$ cat src/rtl/mem_port_scheduler.sv
// Round-robin scheduler for the single L2 port shared by i-cache, d-cache and
// write-back buffer, with a read-after-write hold on the buffered dirty line.
package mps_pkg;
  typedef logic [15:0]  lc3b_word;
  typedef logic [127:0] cache_line;

  localparam int NUM_REQ = 3;

  typedef struct packed {
    logic      rd;
    logic      wr;
    lc3b_word  addr;
    cache_line wdata;
  } req_t;
endpackage

// Per-requester slot: eligibility plus the service/resp decode for its grant id.
module mps_slot #(
  parameter logic [1:0] ID = 2'd0
) (
  input  logic       busy,
  input  logic [1:0] gnt,
  input  logic       pmem_resp,
  input  logic       req_vld,
  input  logic       hold,
  output logic       elig,
  output logic       service,
  output logic       resp
);
  assign elig    = req_vld & ~hold;
  assign service = busy & (gnt == ID);
  assign resp    = service & pmem_resp;
endmodule

module mem_port_scheduler
  import mps_pkg::*;
(
  input  logic                 clk,
  input  logic                 rst_n,
  input  logic [15:0]          ipmem_address,
  input  logic                 ipmem_read,
  input  logic [15:0]          dpmem_address,
  input  logic [127:0]         dpmem_wdata,
  input  logic                 dpmem_read,
  input  logic                 dpmem_write,
  input  logic [15:0]          wb_address,
  input  logic [127:0]         wb_wdata,
  input  logic                 wb_write,
  input  logic [127:0]         pmem_rdata,
  input  logic                 pmem_resp,
  output logic [15:0]          pmem_address,
  output logic [127:0]         pmem_wdata,
  output logic                 pmem_read,
  output logic                 pmem_write,
  output logic [127:0]         mem_rdata,
  output logic                 instr_resp,
  output logic                 data_resp,
  output logic                 wb_resp,
  output logic                 instr_service,
  output logic                 data_service,
  output logic                 wb_service
);
  typedef enum logic {IDLE, BUSY} state_t;

  state_t             state, state_d;
  logic [1:0]         gnt, rr_ptr;
  logic [1:0]         pick;
  logic               pick_vld;
  req_t               sel_req;
  req_t [NUM_REQ-1:0] reqs;
  logic [NUM_REQ-1:0] req_vld, hold, elig, service, resp;
  logic               raw_hold;

  function automatic logic [1:0] rr_add(input logic [1:0] p, input logic [1:0] k);
    logic [2:0] s;
    s = {1'b0, p} + {1'b0, k};
    return (s >= 3'd3) ? 2'(s - 3'd3) : s[1:0];
  endfunction

  // D with both strobes set is a write, so only a pure read is subject to the RAW hold.
  assign reqs[0] = '{rd: ipmem_read, wr: 1'b0, addr: ipmem_address, wdata: '0};
  assign reqs[1] = '{rd: dpmem_read & ~dpmem_write, wr: dpmem_write,
                     addr: dpmem_address, wdata: dpmem_wdata};
  assign reqs[2] = '{rd: 1'b0, wr: wb_write, addr: wb_address, wdata: wb_wdata};

  assign raw_hold = dpmem_read & ~dpmem_write & wb_write &
                    (dpmem_address[15:4] == wb_address[15:4]);
  assign hold     = {1'b0, raw_hold, 1'b0};

  for (genvar i = 0; i < NUM_REQ; i++) begin : g_slot
    assign req_vld[i] = reqs[i].rd | reqs[i].wr;
    mps_slot #(.ID(2'(i))) u_slot (
      .busy     (state == BUSY),
      .gnt      (gnt),
      .pmem_resp(pmem_resp),
      .req_vld  (req_vld[i]),
      .hold     (hold[i]),
      .elig     (elig[i]),
      .service  (service[i]),
      .resp     (resp[i])
    );
  end

  always_comb begin
    pick     = 2'd0;
    pick_vld = 1'b0;
    for (int k = 0; k < NUM_REQ; k++) begin
      if (!pick_vld && elig[rr_add(rr_ptr, 2'(k))]) begin
        pick     = rr_add(rr_ptr, 2'(k));
        pick_vld = 1'b1;
      end
    end
  end

  always_comb begin
    case (pick)
      2'd1:    sel_req = reqs[1];
      2'd2:    sel_req = reqs[2];
      default: sel_req = reqs[0];
    endcase
  end

  always_comb begin
    state_d = state;
    case (state)
      IDLE:    if (pick_vld)  state_d = BUSY;
      BUSY:    if (pmem_resp) state_d = IDLE;
      default: state_d = IDLE;
    endcase
  end

  always_ff @(posedge clk or negedge rst_n) begin
    if (!rst_n) state <= IDLE;
    else        state <= state_d;
  end

  // Request registers: captured at the grant edge, strobes cleared at the resp edge.
  always_ff @(posedge clk or negedge rst_n) begin
    if (!rst_n) begin
      gnt          <= 2'd0;
      rr_ptr       <= 2'd0;
      pmem_address <= '0;
      pmem_wdata   <= '0;
      pmem_read    <= 1'b0;
      pmem_write   <= 1'b0;
    end else if (state == IDLE) begin
      if (pick_vld) begin
        gnt          <= pick;
        pmem_address <= sel_req.addr;
        pmem_wdata   <= sel_req.wdata;
        pmem_read    <= sel_req.rd;
        pmem_write   <= sel_req.wr;
      end
    end else if (pmem_resp) begin
      rr_ptr     <= rr_add(gnt, 2'd1);
      pmem_read  <= 1'b0;
      pmem_write <= 1'b0;
    end
  end

  assign mem_rdata     = pmem_rdata;
  assign instr_service = service[0];
  assign data_service  = service[1];
  assign wb_service    = service[2];
  assign instr_resp    = resp[0];
  assign data_resp     = resp[1];
  assign wb_resp       = resp[2];
endmodule

$ cat config.mk
export PLATFORM = sky130hd
export DESIGN_NAME = mem_port_scheduler
export DESIGN_NICKNAME = d
export VERILOG_FILES = /design/src/rtl/mem_port_scheduler.sv
export SDC_FILE = /design/constraint.sdc
export NUM_CORES = 1
export LEC_CHECK = 0
export BUFFER_PORTS_ARGS = -buffer_cell sky130_fd_sc_hd__buf_2
export CORE_AREA = 2 2 280 282
export CTS_BUF_LIST = sky130_fd_sc_hd__clkbuf_16
export DETAILED_ROUTE_END_ITERATION = 6
export DIE_AREA = 0 0 282 284
export GPL_TIMING_DRIVEN = 0
export PLACE_DENSITY_LB_ADDON = 0.1
export RECOVER_POWER = 100
export SLEW_MARGIN = 0
export SYNTH_ARGS = -nofsm -noshare
export SYNTH_HDL_FRONTEND = slang
export SYNTH_HIERARCHICAL = 1
export SYNTH_SLANG_ARGS = --single-unit
$ cat constraint.sdc
create_clock -name clk -period 5.8 [get_ports clk]
set_clock_uncertainty 0.05 [all_clocks]
set_input_delay 1.16 -clock clk [delete_from_list [all_inputs] [get_ports clk]]
set_output_delay 1.16 -clock clk [all_outputs]
set_load 0.05 [all_outputs]
==> metrics.md <==
| Metric | Value |
|---|---|
| Ys Warns | `6` |
| Drt first-iter violations | `~270` |
| VDD IR max | `slightly above 0.0002 V` |
| Root Buffer | `clkbuf_16` |
| Final period utilization | `0.910` |
| Initial Utilization | `0.119` |
| Synth Register Bits | `151` |
| RSZ-0062 raised after global routing | `false` |
| Adder-cell share of the synthesized area | `0.00953` |
| Port Buf Inserts | `590` |
| Fraction of layout cells with a size suffix above 1 | `0.390` |
| Critical-path maximum fanout | `10` |
| Post-DRT Antenna Nets | `0` |
| Routed length per instance | `17.4 um` |
| Setup bufs post-CTS | `0` |
| Largest family of logic cells by synthesized area | `multiplexers` |
| Yosys cell types | `between 40 and 50` |
| Dpl hpwl | `33600 um` |
| Setup Crit Path Kind | `input pin to flop` |
| Largest net degree at the start of global routing | `81` |
| Min Clock Period, post-route | `5.28 ns` |
| GPL Wtd Cong | `0.790` |
| Die Area | `80100 um^2` |
| Failing checks | `capacitance limit, slew limit` |
| CP endpoint kind | `flop` |
| Post-synthesis mux area share | `0.231` |
| Mean Syn Cell Area | `about 12 um^2` |
| Worst-Margin Slew | `4.35 ns` |
| Simple-gate share of the synthesized area | `0.0332` |
| Outcome | `finished with violations` |
| First-pass GRT wire length | `58700 um` |
| Post-synth EDFFs | `0` |
| Slew Limit Fails | `72` |
| Sink Count | `151` |
| Die height | `284 um` |
| Cts bufs inserted | `17` |
| Global-route usage over all layers | `0.102` |
| Post-synthesis cell area | `9200 um^2` |
| Grt ovf | `0` |
| Crit path DAT | `about 5.7 ns` |
| Initial antenna violation count | `4` |
| Post-synthesis sequential area ratio | `0.411` |
| Cell count after synthesis | `approximately 740` |
| Core Rows | `between 100 and 150` |
| Routed wire length | `approximately 42000 um` |
| Fmax | `189 MHz` |
| Final core occ | `0.172` |
| I/O pins | `a little over 700` |
| XOR/XNOR Fraction of Synth Area | `0.0114` |
| Vias in the first global route | `roughly 8500` |
| Remaining DRCs | `0` |
| Initial DRT Pass Iterations | `4` |
| DR vias/cell | `around 3.3` |
| CP Launch Type | `input pin` |
| Clock transition at path regs | `~0.07 ns` |
| Power per cell area | `603 nW/um^2` |
| Pleak | `between 6 and 7 nW` |
| Top FF cell, synth | `dfrtp_1` |
| Layout area overhead | `44.4%` |
| Post-synthesis compound-gate area fraction | `0.159` |
| Hold Vio Cnt, Final | `0` |
| CTS tree | `yes` |
| Nets | `1793` |
| Max-cap violations | `1` |
| Hold slack final | `between 0.4 and 0.5 ns` |
| Required @ worst endpoint | `6.17 ns` |
| Setup violators final | `0` |
| Hold Path Class | `flop to flop` |
| Die W | `282 um` |
| Area of the core | `77000 um^2` |
| Worst relative slew slack | `-1.90` |
| Clock Path Buffers | `2` |
| Clock Latency Late Sink | `0.47 ns` |
| Via count | `7952` |
| Htree depth | `4` |
| Fraction of registers with async set/reset | `1.00` |
[per-stage QoR]
stage	TNS, ns	setup slack (ns)	cell area (um^2)	power (mW)	instances
floorplan	0	1.61	9200	5.87	737
global route	0	0.0143	13300	8.71	2402
global placement	-113.20	-1.36	13500	7.80	2367
detailed placement	-96.79	-1.30	13500	7.77	2368
CTS	0	0.0831	14100	9.01	2400
finish	0	0.522	13300	8.01	2402
[per-layer routing]
metal / GRT usage / up-vias / part of all wire
met5: 0 / - / 0
met1: 0.114 / 3805 / 0.40
met4: 0.0354 / 0 / 0.016
li1: - / 3793 / -
met2: 0.187 / 329 / 0.53
met3: 0.0248 / 25 / 0.058
[cells by family (layout without fill, tap and decap cells)]
family,Yosys count,count (layout)
other,1,4
multiplexers,149,149
adder cells (fa/ha/maj),7,7
AO/OA/AOI/OAI,175,175
buffers and inverters,187,810
flip-flops,151,151
AND/OR/NAND/NOR,54,54
XOR/XNOR,12,12
[Yosys cell counts, types with 2 or more instances]
cell type  count  share of area
mux2i_1        3         0.0033
and3b_2        2         0.0022
nor2b_1        7         0.0048
dfrtp_1      151           0.41
nand4_1        2         0.0014
buf_2          2         0.0011
nand3_1        2         0.0011
and4b_1        2         0.0022
a31oi_1        2         0.0014
buf_8         11          0.018
nand2_1       23         0.0094
o22ai_1        2         0.0014
nor4_1         2         0.0014
a22o_1       128           0.12
buf_6          3         0.0037
clkbuf_1      36          0.015
xnor2_1       12          0.011
mux2_2        26          0.032
a22oi_1       18          0.015
nand2b_1       4         0.0027
mux2_4       120           0.20
o21ai_0       16         0.0087
inv_1          6         0.0024
buf_4        128           0.10
ha_1           7         0.0095
[state kept, by name, summed over array words and instances, names as in the netlist]
name	count
pmem_wdata	128
pmem_address	16
gnt	2
pmem_write	1
rr_ptr	2
state	1
pmem_read	1
[path summary, 6_finish.rpt]
check / from / to / slack (ns) / cells past startpoint
min: pmem_wdata[56] / pmem_wdata[56] / 0.44 / 1
max reg2reg: rr_ptr[0] / pmem_wdata[103] / 1.10 / 14
max in group asynchronous: rst_n / pmem_wdata[101] / 1.05 / 1
max: wb_address[14] / pmem_wdata[96] / 0.52 / 16
min reg2reg: pmem_wdata[56] / pmem_wdata[56] / 0.44 / 1
min in group asynchronous: rst_n / pmem_wdata[24] / 2.10 / 1
[report_power, final]
| part | internal (mW) | switching [mW] | total [mW] |
|---|---|---|---|
| combinational | 1.88 | 3.51 | 5.40 |
| sequential | 1.34 | 0.141 | 1.48 |
| clock | 0.565 | 0.566 | 1.13 |
| total | 3.79 | 4.22 | 8.01 |
[cells in the final DEF (no fill, tap or decap), types with 3 or more instances in the layout]
cell type / synthesis / routed
buf_8: 11 / 11
mux2_4: 120 / 7
buf_4: 128 / 128
o21ai_0: 16 / 16
inv_6: 0 / 8
ha_1: 7 / 7
clkinv_4: 0 / 3
mux2_1: 0 / 113
clkbuf_2: 0 / 5
nand2b_1: 4 / 4
xnor2_1: 12 / 12
mux2_2: 26 / 26
dfrtp_1: 151 / 151
buf_2: 2 / 308
clkbuf_1: 36 / 315
inv_1: 6 / 6
mux2i_1: 3 / 3
clkbuf_16: 0 / 17
a22oi_1: 18 / 18
nand2_1: 23 / 23
buf_6: 3 / 3
nor2b_1: 7 / 6
a22o_1: 128 / 128
[worst max-delay path: stages]
cell	delay (ns)
buf_2	0.12
xnor2_1	0.12
nand4_1	0.12
nor4_1	0.08
nor2b_1	0.47
mux2i_1	0.15
o21bai_1	0.38
nor3_1	0.08
a31oi_1	0.39
ha_1	0.22
clkbuf_1	0.43
nor2b_1	0.36
clkbuf_2	0.56
clkbuf_1	0.58
a22o_1	0.28
mux2_4	0.15
[cell type report]
class	count	area (um^2)
clock inverters	15	134
flip-flops and latches	151	3780
repair buffers	591	2630
inverters	6	22.5
plain buffers	181	1320
fillers	8840	63700
multi-input cells	399	3670
clock buffers	17	425
well taps	1040	1300
diodes	2	5.00
[repair_timing]
action	in CTS	in global routing
hold buffers	0	0
endpoints found under the setup margin	100	24
resized for setup	3	8
(Power assumes the default switching activity.)
